$ cat src/rtl/twiddle_gen_pkg.sv
// rtl/twiddle_gen_pkg.sv - shared types and defaults for the twiddle generator
// Purpose: FSM state encoding, default FFT size / twiddle width, and the
//          default quarter-wave cosine table (N=16, 8-bit signed).
// Ports:   none (package).
package twiddle_pkg;

  typedef enum logic {
    ST_IDLE = 1'b0,
    ST_RUN  = 1'b1
  } state_e;

  localparam int DEF_N_LOG2 = 4;
  localparam int DEF_TW     = 8;

  // Q(cos(2*pi*i/16)) for i = 0..4, full-scale 127.
  localparam logic signed [7:0] DEF_QCOS [5] = '{8'sd127, 8'sd117, 8'sd90, 8'sd49, 8'sd0};

endpackage

$ cat src/rtl/twiddle_gen_if.sv
// rtl/twiddle_gen_if.sv - request/stream bundle between a requester and twiddle_gen
// Purpose: groups the start/stage request, busy status and the valid/ready
//          twiddle output stream.
// Ports:   start, stage, out_ready (requester -> generator);
//          busy, twdl_r, twdl_i, tw_index, out_valid, out_last (generator -> requester).
interface twiddle_gen_if
  import twiddle_pkg::*;
#(
  parameter int N_LOG2        = DEF_N_LOG2,
  parameter int twiddle_width = DEF_TW
) ();

  logic                            start;
  logic [$clog2(N_LOG2)-1:0]       stage;
  logic                            busy;
  logic signed [twiddle_width-1:0] twdl_r;
  logic signed [twiddle_width-1:0] twdl_i;
  logic [N_LOG2-2:0]               tw_index;
  logic                            out_valid;
  logic                            out_ready;
  logic                            out_last;

  modport master (
    output start, stage, out_ready,
    input  busy, twdl_r, twdl_i, tw_index, out_valid, out_last
  );

  modport slave (
    input  start, stage, out_ready,
    output busy, twdl_r, twdl_i, tw_index, out_valid, out_last
  );

endinterface

$ cat src/rtl/twiddle_gen_rom.sv
// rtl/twiddle_gen_rom.sv - combinational exponent-to-twiddle lookup
// Purpose: maps exponent k (0..N/2-1) to (cos, -sin) of 2*pi*k/N using only a
//          quarter-wave cosine table of N/4+1 entries and quadrant symmetry.
// Ports:   k_i  - exponent k
//          re_o - Q(cos(2*pi*k/N))
//          im_o - Q(-sin(2*pi*k/N))
module twiddle_rom
  import twiddle_pkg::*;
#(
  parameter int N_LOG2        = DEF_N_LOG2,
  parameter int twiddle_width = DEF_TW
) (
  input  logic [N_LOG2-2:0]               k_i,
  output logic signed [twiddle_width-1:0] re_o,
  output logic signed [twiddle_width-1:0] im_o
);

  localparam int KW = N_LOG2 - 1;
  localparam int Q  = 1 << (N_LOG2 - 2);
  localparam logic [KW-1:0] QK = KW'(Q);

  // Table entry i = Q(cos(2*pi*i/N)); the default geometry uses the package
  // table, other geometries evaluate a cosine series at elaboration.
  function automatic logic signed [twiddle_width-1:0] qcos_entry(input int i);
    real x;
    real term;
    real sum;
    real v;
    if (N_LOG2 == DEF_N_LOG2 && twiddle_width == DEF_TW)
      return twiddle_width'(DEF_QCOS[i]);
    x    = 6.283185307179586 * real'(i) / real'(1 << N_LOG2);
    sum  = 1.0;
    term = 1.0;
    for (int n = 1; n <= 14; n++) begin
      term = -term * x * x / real'((2 * n - 1) * (2 * n));
      sum  = sum + term;
    end
    v = sum * real'((1 << (twiddle_width - 1)) - 1);
    if (v < 0.0) v = 0.0;
    return twiddle_width'($rtoi(v + 0.5));
  endfunction

  logic signed [twiddle_width-1:0] qtab [Q+1];

  for (genvar gi = 0; gi <= Q; gi++) begin : g_tab
    localparam logic signed [twiddle_width-1:0] VAL = qcos_entry(gi);
    assign qtab[gi] = VAL;
  end

  logic [KW-1:0] idx_re;
  logic [KW-1:0] idx_im;
  logic          neg_re;

  // k <= N/4: cos = T[k], sin = T[N/4-k].
  // k >  N/4: cos = -T[N/2-k], sin = T[k-N/4]. N/2-k equals -k in KW bits.
  always_comb begin
    idx_re = k_i;
    idx_im = QK - k_i;
    neg_re = 1'b0;
    if (k_i > QK) begin
      idx_re = '0 - k_i;
      idx_im = k_i - QK;
      neg_re = 1'b1;
    end
  end

  // Table magnitudes never exceed 2^(tw-1)-1, so negation cannot overflow.
  assign re_o = neg_re ? -qtab[idx_re] : qtab[idx_re];
  assign im_o = -qtab[idx_im];

endmodule

$ cat src/rtl/twiddle_gen.sv
// rtl/twiddle_gen.sv - streams one FFT stage's DIF twiddle factors
// Purpose: on start, emits N/2 factors W^k, k = (j mod (N>>(s+1))) << s,
//          over a valid/ready stream with registered outputs.
// Ports:   clk   - clock, rising edge
//          rst_n - synchronous active-low reset
//          tw_if - slave side of twiddle_gen_if (request, busy, factor stream)
module twiddle_gen
  import twiddle_pkg::*;
#(
  parameter int N_LOG2        = DEF_N_LOG2,
  parameter int twiddle_width = DEF_TW
) (
  input  logic         clk,
  input  logic         rst_n,
  twiddle_gen_if.slave tw_if
);

  localparam int KW = N_LOG2 - 1;
  localparam int SW = $clog2(N_LOG2);
  localparam logic [SW:0]   NL     = (SW + 1)'(N_LOG2);
  localparam logic [KW-1:0] LAST_J = '1;

  state_e                          state_q;
  logic [KW-1:0]                   j_q, j_d;
  logic [SW-1:0]                   s_q, s_clamp, s_use;
  logic                            valid_q, last_q;
  logic [KW-1:0]                   idx_q, k_d;
  logic signed [twiddle_width-1:0] re_q, im_q, re_d, im_d;
  logic                            accept, advance;

  assign accept  = (state_q == ST_IDLE) && tw_if.start;
  assign advance = (state_q == ST_RUN) && valid_q && tw_if.out_ready;
  assign s_clamp = ({1'b0, tw_if.stage} >= NL) ? SW'(N_LOG2 - 1) : tw_if.stage;
  assign s_use   = accept ? s_clamp : s_q;

  always_comb begin
    j_d = j_q;
    if (accept)       j_d = '0;
    else if (advance) j_d = j_q + 1'b1;
  end

  // Shifting j left by s and truncating to KW bits equals
  // (j mod 2^(KW-s)) << s, i.e. the DIF exponent.
  assign k_d = j_d << s_use;

  twiddle_rom #(
    .N_LOG2        (N_LOG2),
    .twiddle_width (twiddle_width)
  ) u_rom (
    .k_i  (k_d),
    .re_o (re_d),
    .im_o (im_d)
  );

  always_ff @(posedge clk) begin
    if (!rst_n) begin
      state_q <= ST_IDLE;
      j_q     <= '0;
      s_q     <= '0;
      valid_q <= 1'b0;
      last_q  <= 1'b0;
      idx_q   <= '0;
      re_q    <= '0;
      im_q    <= '0;
    end else begin
      case (state_q)
        ST_IDLE: begin
          if (tw_if.start) begin
            state_q <= ST_RUN;
            j_q     <= j_d;
            s_q     <= s_clamp;
            valid_q <= 1'b1;
            last_q  <= (j_d == LAST_J);
            idx_q   <= k_d;
            re_q    <= re_d;
            im_q    <= im_d;
          end
        end
        ST_RUN: begin
          if (advance) begin
            if (last_q) begin
              state_q <= ST_IDLE;
              j_q     <= '0;
              valid_q <= 1'b0;
              last_q  <= 1'b0;
            end else begin
              j_q    <= j_d;
              last_q <= (j_d == LAST_J);
              idx_q  <= k_d;
              re_q   <= re_d;
              im_q   <= im_d;
            end
          end
        end
        default: state_q <= ST_IDLE;
      endcase
    end
  end

  assign tw_if.busy      = (state_q == ST_RUN);
  assign tw_if.out_valid = valid_q;
  assign tw_if.out_last  = last_q;
  assign tw_if.tw_index  = idx_q;
  assign tw_if.twdl_r    = re_q;
  assign tw_if.twdl_i    = im_q;

endmodule
$ cat src/flat_wrapper.sv
// flat-port wrapper written by rule: the top's interface ports become plain ports
module twiddle_gen_flat import twiddle_pkg::*;
#(
  parameter int N_LOG2        = DEF_N_LOG2,
  parameter int twiddle_width = DEF_TW
)
  (clk, rst_n, tw_if_start, tw_if_stage, tw_if_out_ready, tw_if_busy, tw_if_twdl_r, tw_if_twdl_i, tw_if_tw_index, tw_if_out_valid, tw_if_out_last);
  twiddle_gen_if #(.N_LOG2(N_LOG2), .twiddle_width(twiddle_width)) tw_if_i ();
  input  logic clk;
  input  logic rst_n;
  input wire logic [$bits(tw_if_i.start)-1:0] tw_if_start;
  input wire logic [$bits(tw_if_i.stage)-1:0] tw_if_stage;
  input wire logic [$bits(tw_if_i.out_ready)-1:0] tw_if_out_ready;
  output wire logic [$bits(tw_if_i.busy)-1:0] tw_if_busy;
  output wire logic [$bits(tw_if_i.twdl_r)-1:0] tw_if_twdl_r;
  output wire logic [$bits(tw_if_i.twdl_i)-1:0] tw_if_twdl_i;
  output wire logic [$bits(tw_if_i.tw_index)-1:0] tw_if_tw_index;
  output wire logic [$bits(tw_if_i.out_valid)-1:0] tw_if_out_valid;
  output wire logic [$bits(tw_if_i.out_last)-1:0] tw_if_out_last;
  assign tw_if_i.start = tw_if_start;
  assign tw_if_i.stage = tw_if_stage;
  assign tw_if_i.out_ready = tw_if_out_ready;
  assign tw_if_busy = tw_if_i.busy;
  assign tw_if_twdl_r = tw_if_i.twdl_r;
  assign tw_if_twdl_i = tw_if_i.twdl_i;
  assign tw_if_tw_index = tw_if_i.tw_index;
  assign tw_if_out_valid = tw_if_i.out_valid;
  assign tw_if_out_last = tw_if_i.out_last;
  twiddle_gen #(.N_LOG2(N_LOG2), .twiddle_width(twiddle_width)) u_core (.clk(clk), .rst_n(rst_n), .tw_if(tw_if_i));
endmodule
$ cat config.mk
export PLATFORM = sky130hd
export DESIGN_NAME = twiddle_gen_flat
export DESIGN_NICKNAME = d
export VERILOG_FILES = /design/src/rtl/twiddle_gen_pkg.sv /design/src/rtl/twiddle_gen_if.sv /design/src/rtl/twiddle_gen_rom.sv /design/src/rtl/twiddle_gen.sv /design/src/flat_wrapper.sv
export SDC_FILE = /design/constraint.sdc
export NUM_CORES = 1
export LEC_CHECK = 0
export BUFFER_PORTS_ARGS = -buffer_cell sky130_fd_sc_hd__buf_2
export CAP_MARGIN = 40
export CORE_MARGIN = 10
export CORE_UTILIZATION = 55
export DETAILED_ROUTE_END_ITERATION = 16
export MAX_ROUTING_LAYER = met4
export PLACE_DENSITY_LB_ADDON = 0.1
export SYNTH_ARGS = -nofsm -noshare
export SYNTH_HDL_FRONTEND = slang
export SYNTH_HIERARCHICAL = 1
export SYNTH_SLANG_ARGS = --single-unit
$ cat constraint.sdc
create_clock -name clk -period 3.2 [get_ports clk]
set_clock_uncertainty 0.05 [all_clocks]
set_input_delay 0.64 -clock clk [delete_from_list [all_inputs] [get_ports clk]]
set_output_delay 0.64 -clock clk [all_outputs]
set_load 0.03 [all_outputs]
# Word-level counts from Yosys, hierarchy flattened
# Memories as Yosys holds them, arrays and structs flattened.
# Index checks and enable logic that the tools add are counted.
# totals
romBits	128
reg_bits	27
mem_count	2
wordCells	74
output_inout_bits	22
# classes
n_mux	39
eq_ne	5
n_bitwise	3
n_addsub	6
reduce_logical	7
n_shift	1
magnitude_cmp	3
# memory_table
name	words	width	read_ports	rd_ports_with_merged_regs	write_ports	line	rtl
(name not given)	8	8	1	0	0	twiddle_gen_rom.sv:69	assign im_o = -qtab[idx_im];
(name not given)	8	8	1	0	0	twiddle_gen_rom.sv:68	assign re_o = neg_re ? -qtab[idx_re] : qtab[idx_re];
# op_table
cell	n
$mux 8	11
$pmux 8 s2	2
$mux 3	10
$neg 8->8	2
$pmux 3 s2	2
$mux 1	10
$ge 4x4->1 const B	2
$ne 2x2->1 const B	4
$not 3->4	2
$pmux 1 s2	3
$reduce_and 3->1	2
$reduce_and 2->1	2
$add 3x1->3 const B	1
$eq 3x3->1 const B	1
$gt 3x3->1 const B	1
$logic_and 1x1->1	3
$shl 3x2->3	1
$sub 1x3->3 const A	1
$sub 3x3->3 const A	1
$sub 3x3->3 const B	1
$mux 2	1
$not 1->1	1

# Longest topological paths before layout
# logic_depth
word_depth	16
mapped_depth	15
mapped_depth_nobuf	15

# Cells and area by module
# The synthesis kept the hierarchy.
# modules_own_cells
mod	seq_area_each_um2	n_inst	area_per_inst_um2	cells_per_inst
twiddle_gen	540.5	1	1231.2	140
twiddle_rom	0.0	1	302.8	44

# Least setup slack after synthesis
# Ideal clock, no wire load.
# synth_path
path_type	input port to flip-flop
from	in tw_if_start
to	reg u_core.re_q[2], in the netlist u_core/tw_if.twdl_r[2]
stages	14
required_ns	3.080
slack_ns	0.328
arrival_ns	2.751
n_path_buf	1
path_cell_list	nor2b_2 buf_6 mux2i_2 o211a_1 inv_1 ha_1 nor2_1 a21o_2 ha_1 xor2_1 nand2_1 o21ai_0 nand2_1 a21boi_1
# synth_via
elab_chain_len	14
word_cells_on_any_way	20
# synth_rtl
element	line	rtl
from (decl)	flat_wrapper.sv:11	input wire logic [$bits(tw_if_i.start)-1:0] tw_if_start;
$logic_and 1x1->1 (*)	twiddle_gen.sv:31	assign accept = (state_q == ST_IDLE) && tw_if.start;
$mux 3 / $mux 2 (equally long branches)	twiddle_gen.sv:38, twiddle_gen.sv:34	
$shl 3x2->3 (*)	twiddle_gen.sv:44	assign k_d = j_d << s_use;
net u_core.k_d[1]	twiddle_gen.sv:27	logic [KW-1:0] idx_q, k_d;
$sub 1x3->3 / $gt 3x3->1 (equally long branches)	twiddle_gen_rom.sv:61, twiddle_gen_rom.sv:60	
$mux 3	twiddle_gen_rom.sv:60	if (k_i > QK) begin
$not 3->4 (implied by the code)	twiddle_gen_rom.sv:68	
$mem_v2 8x8	-	
$mux 8 (implied by the code) (2 in a row)	twiddle_gen_rom.sv:68	
$neg 8->8	twiddle_gen_rom.sv:68	
$mux 8 (*)	twiddle_gen_rom.sv:68	
net u_core.re_d[2]	twiddle_gen.sv:28	logic signed [twiddle_width-1:0] re_q, im_q, re_d, im_d;
$mux 8	twiddle_gen.sv:81	if (last_q) begin
$mux 8	twiddle_gen.sv:80	if (advance) begin
$pmux 8 s2 (*)	twiddle_gen.sv:66	case (state_q)
to (signal assigned)	twiddle_gen.sv:75	re_q <= re_d;
to (signal assigned)	twiddle_gen.sv:90	re_q <= re_d;
to (decl)	twiddle_gen.sv:28	
# Mark *: on every way through the listed nets, which the timed path passes. The rest lies on a longest branch. The select of a mux whose other input is x is not followed.
# A chain may end at the register's enable or synchronous reset.

# Worst setup path in the final report
# layout_path
from	reg u_core.j_q[1]
to	reg u_core.im_q[4], in the netlist u_core/tw_if.twdl_i[4]
# layout_via
elab_chain_len	14
word_cells_on_any_way	17
# layout_rtl
element	line	rtl
from (decl)	twiddle_gen.sv:24	logic [KW-1:0] j_q, j_d;
from (signal assigned)	twiddle_gen.sv:70	j_q <= j_d;
from (signal assigned)	twiddle_gen.sv:87	j_q <= j_d;
$add 3x1->3	twiddle_gen.sv:39	else if (advance) j_d = j_q + 1'b1;
$mux 3 (*)	twiddle_gen.sv:39	
$mux 3 (*)	twiddle_gen.sv:38	if (accept) j_d = '0;
$shl 3x2->3 (*)	twiddle_gen.sv:44	
net u_core.k_d[1]	twiddle_gen.sv:27	
$sub 3x3->3 (tied with other cells)	twiddle_gen_rom.sv:58	idx_im = QK - k_i;
$mux 3 (*)	twiddle_gen_rom.sv:60	
$not 3->4 (implied by the code) (*)	twiddle_gen_rom.sv:69	
$mem_v2 8x8 (*)	-	
$mux 8 (implied by the code) (*) (2 in a row)	twiddle_gen_rom.sv:69	
$neg 8->8 (*)	twiddle_gen_rom.sv:69	
net u_core.im_d[4]	twiddle_gen.sv:28	
$mux 8	twiddle_gen.sv:81	
$mux 8	twiddle_gen.sv:80	
$pmux 8 s2 (*)	twiddle_gen.sv:66	
to (signal assigned)	twiddle_gen.sv:76	im_q <= im_d;
to (signal assigned)	twiddle_gen.sv:91	im_q <= im_d;
to (decl)	twiddle_gen.sv:28	
# Marks and branches as above.

==> run_results.csv <==
group,metric,value,unit
routing,via_per_inst,5.40,
finish,n_fill_cell,247,
cts,clk_path_buf_depth,2,
routing,wire_per_inst,12.9,um
run,drv_cap,0,
sta,relSlewSlack,59.3,%
logic_synthesis,synth.avg_cell_area,8.34,um^2
finish,area_delta_synth_final,12.3,%
placement,io_buffers,27,
sta,finalCriticalPeriod,2860,ps
worst_setup_path,crit_cells,14,
worst_setup_path,crit_family,"adder cells",
cts,clock_latency,310,ps
sta,setup-tns-final,0,ps
worst_setup_path,path_class,"flop to flop",
sta,fmax,0.349,GHz
worst_setup_path,reg2reg_from,"u_core/j_q[1]",
worst_setup_path,path_cells,"ha_1 -> and4_1 -> a311oi_2 -> nand2_1 -> o211a_1 -> inv_1 -> ha_1 -> nand2b_1 -> o21ai_0 -> ha_1 -> nand2_1 -> o22ai_1 -> nand2_1 -> a21boi_1",
cts,hold_buffers,0,
cts,cts_resized,0,
power_and_ir_drop,irDropWorstVdd,0.293,mV
routing,drc,0,
grt,grt_pass1_vias,1247,
placement,dpl_worst_slack,37.0,ps
worst_setup_path,reg2regPathDepth,14,
worst_setup_path,worst_ep_required_time,3410,ps
worst_setup_path,cp-end-kind,"flop",
floorplan,fp-row-count,19,
grt,grt_max_degree,32,
power_and_ir_drop,p_per_area,397,nW/um^2
floorplan,die_h,72.8,um
placement,gp_congestion,0.873,
hold_path,hp-start,"u_core/tw_if.twdl_i[1]",
worst_setup_path,cp-startpoint,"u_core/j_q[1]",
logic_synthesis,synth_top_area_share,35.2,%
routing,ant_nets,0,
routing,drtIter0Drc,67,
cts,cts_buffers,3,
cts,postCtsSetupRepairBufs,0,
worst_setup_path,crit_slowest_cell,"dfxtp_1",
cts,cts.sinks,27,
routing,first_pass_iters,4,
logic_synthesis,syn_inst,184,
grt,grt_pass1_wl,5460,um
worst_setup_path,cp_num_buf_inv,1,
sta,setup_viol,0,
finish,finalNetCount,226,
sta,rsz0062_at_grt,"no",
floorplan,dieArea,5300,um^2
logic_synthesis,yosysSeqAreaShare,35.2,%
logic_synthesis,synth_warnings,6,
worst_setup_path,startpoint_type,"flop",
power_and_ir_drop,p_leak,0.740,nW
sta,hold_violations,0,
sta,tightest_slew,603,ps
hold_path,worst_hold_path.num_cells,2,
worst_setup_path,max_stage_delay,410,ps
run_status,outcome,"completed",
cts,cts_root_buffer,"clkbuf_4",
grt,grt-ovfl-total,0,
logic_synthesis,synth.distinct_cells,45,
logic_synthesis,ys_seq_elements,27,
worst_setup_path,arrival,3070,ps
sta,fin_crit_sh,89.5,%
grt,antenna_found_initial,0,
sta,fin_ws,336,ps
floorplan,die_w,72.8,um
logic_synthesis,synth_top_area_cell,"dfxtp_1",
cts,clkTransAtPathRegs,130,ps
cts,cts_tree,"yes",
logic_synthesis,syn-num-nets,197,
finish,drive_gt1_share,23.1,%
logic_synthesis,synth_top_cells_by_area,"dfxtp_1, nand2_1, a21boi_1, ha_1, o21ai_0",
floorplan,ioPinCount,28,
placement,dp_hpwl,2440,um
hold_path,hold_path_class,"flop to flop",
floorplan,initial_core_util,56.6,%
sta,slew_viol_final,0,
logic_synthesis,syn_area,1530,um^2
worst_setup_path,critPathMaxFanout,7,
cts,cts.htree.levels,1,
grt,grt_use_total,12.8,%
routing,drt-total-wl,3140,um
routing,vias,1311,
floorplan,coreArea,2710,um^2
finish,diodes,0,
## where the power goes
group | internal, W | switching [W]
Clock | 0.0000487 | 0.0000918
Sequential | 0.000354 | 0.0000128
Combinational | 0.0000650 | 0.000111
Total | 0.000468 | 0.000215
## tightest hold or removal path, delay by kind of cell, from the launching register on
family           cells  cell delay [ps]
flip-flops           1              330
AND/OR/NAND/NOR      1               50
AO/OA/AOI/OAI        1               40
## metrics by stage
step | std cells | util [%] | cell area, um^2 | power (W) | hold slack (ps)
global route | 243 | 63.6 | 1720 | 0.000728 | 426
detailed placement | 239 | 62.6 | 1700 | 0.000551 | 389
CTS | 243 | 63.5 | 1720 | 0.000697 | 407
global placement | 239 | 62.6 | 1700 | 0.000548 | 384
finish | 243 | 63.6 | 1720 | 0.000683 | 402
floorplan | 184 | - | 1530 | 0.000507 | 442
## path summary, 6_finish.rpt
path                             to  slack (ps)
max          u_core/tw_if.twdl_i[4]         340
min          u_core/tw_if.twdl_i[1]         400
max reg2reg  u_core/tw_if.twdl_i[4]         340
min reg2reg  u_core/tw_if.twdl_i[1]         400
## layer usage
| layer | up-vias | share of wire, % | GRT usage, % |
|---|---|---|---|
| met5 | - | 0 | - |
| met4 | 0 | 0 | 5.49 |
| met3 | 0 | 4.3 | 3.81 |
| met2 | 22 | 46 | 19.0 |
| met1 | 599 | 49 | 15.8 |
| li1 | 690 | - | - |
## cells in the mapped netlist, drive strengths merged
library cell / count
a21boi: 19
a21o: 2
a21oi: 2
a22o: 1
a22oi: 2
a311oi: 1
a31o: 1
a41oi: 1
and2: 1
and3: 2
and4: 1
buf: 7
clkbuf: 3
dfxtp: 27
ha: 7
inv: 6
mux2: 1
mux2i: 4
nand2: 44
nand2b: 2
nand3: 8
nand3b: 2
nand4: 2
nor2: 5
nor2b: 6
nor3b: 2
o211a: 1
o211ai: 1
o21a: 1
o21ai: 14
o22ai: 1
o32ai: 1
or2b: 1
or3: 1
xnor2: 2
xor2: 2
## state kept, by name (all words and copies together) (netlist names)
| name | count |
|---|---|
| u_core/j_q | 3 |
| u_core/s_q | 2 |
| u_core/tw_if.busy | 1 |
| u_core/tw_if.out_last | 1 |
| u_core/tw_if.out_valid | 1 |
| u_core/tw_if.tw_index | 3 |
| u_core/tw_if.twdl_i | 8 |
| u_core/tw_if.twdl_r | 8 |
## final cells by class
type | instances | area [um^2] | area share, %
Sequential cell | 27 | 542 | 31.4
Inverter | 6 | 22.5 | 1.31
Clock buffer | 4 | 26.3 | 1.53
Tap cell | 31 | 38.8 | 2.25
Timing Repair Buffer | 34 | 188 | 10.9
Multi-Input combinational cell | 141 | 906 | 52.6
## cell usage in the layout (no fill, tap or decap), types with 2 or more instances in the layout
master    synthesis  final
nand3_1           7      7
nand3b_1          2      2
buf_4             0      7
xor2_1            2      2
nor2_1            4      4
nor2b_2           2      2
dfxtp_1          27     26
inv_1             6      6
mux2i_1           2      2
a21boi_1         17     17
clkbuf_4          0      3
o21ai_1           3      3
a21boi_0          2      2
nor2b_1           4      4
a21o_2            2      2
buf_2             4     27
and3_1            2      2
nand2b_1          2      2
ha_1              7      7
a21oi_1           2      2
nand4_1           2      2
o21ai_0          10     10
a22oi_1           2      2
xnor2_1           2      2
nor3b_1           2      2
nand2_1          44     44
## cells by family after synthesis
family | count (synthesis) | share of synthesized area, %
buffers and inverters | 16 | 5.71
AND/OR/NAND/NOR | 77 | 24.5
flip-flops | 27 | 35.2
multiplexers | 5 | 4.40
AO/OA/AOI/OAI | 48 | 22.2
adder cells (fa/ha/maj) | 7 | 5.71
XOR/XNOR | 4 | 2.28
Note: power is estimated with default switching activity, not from simulation.
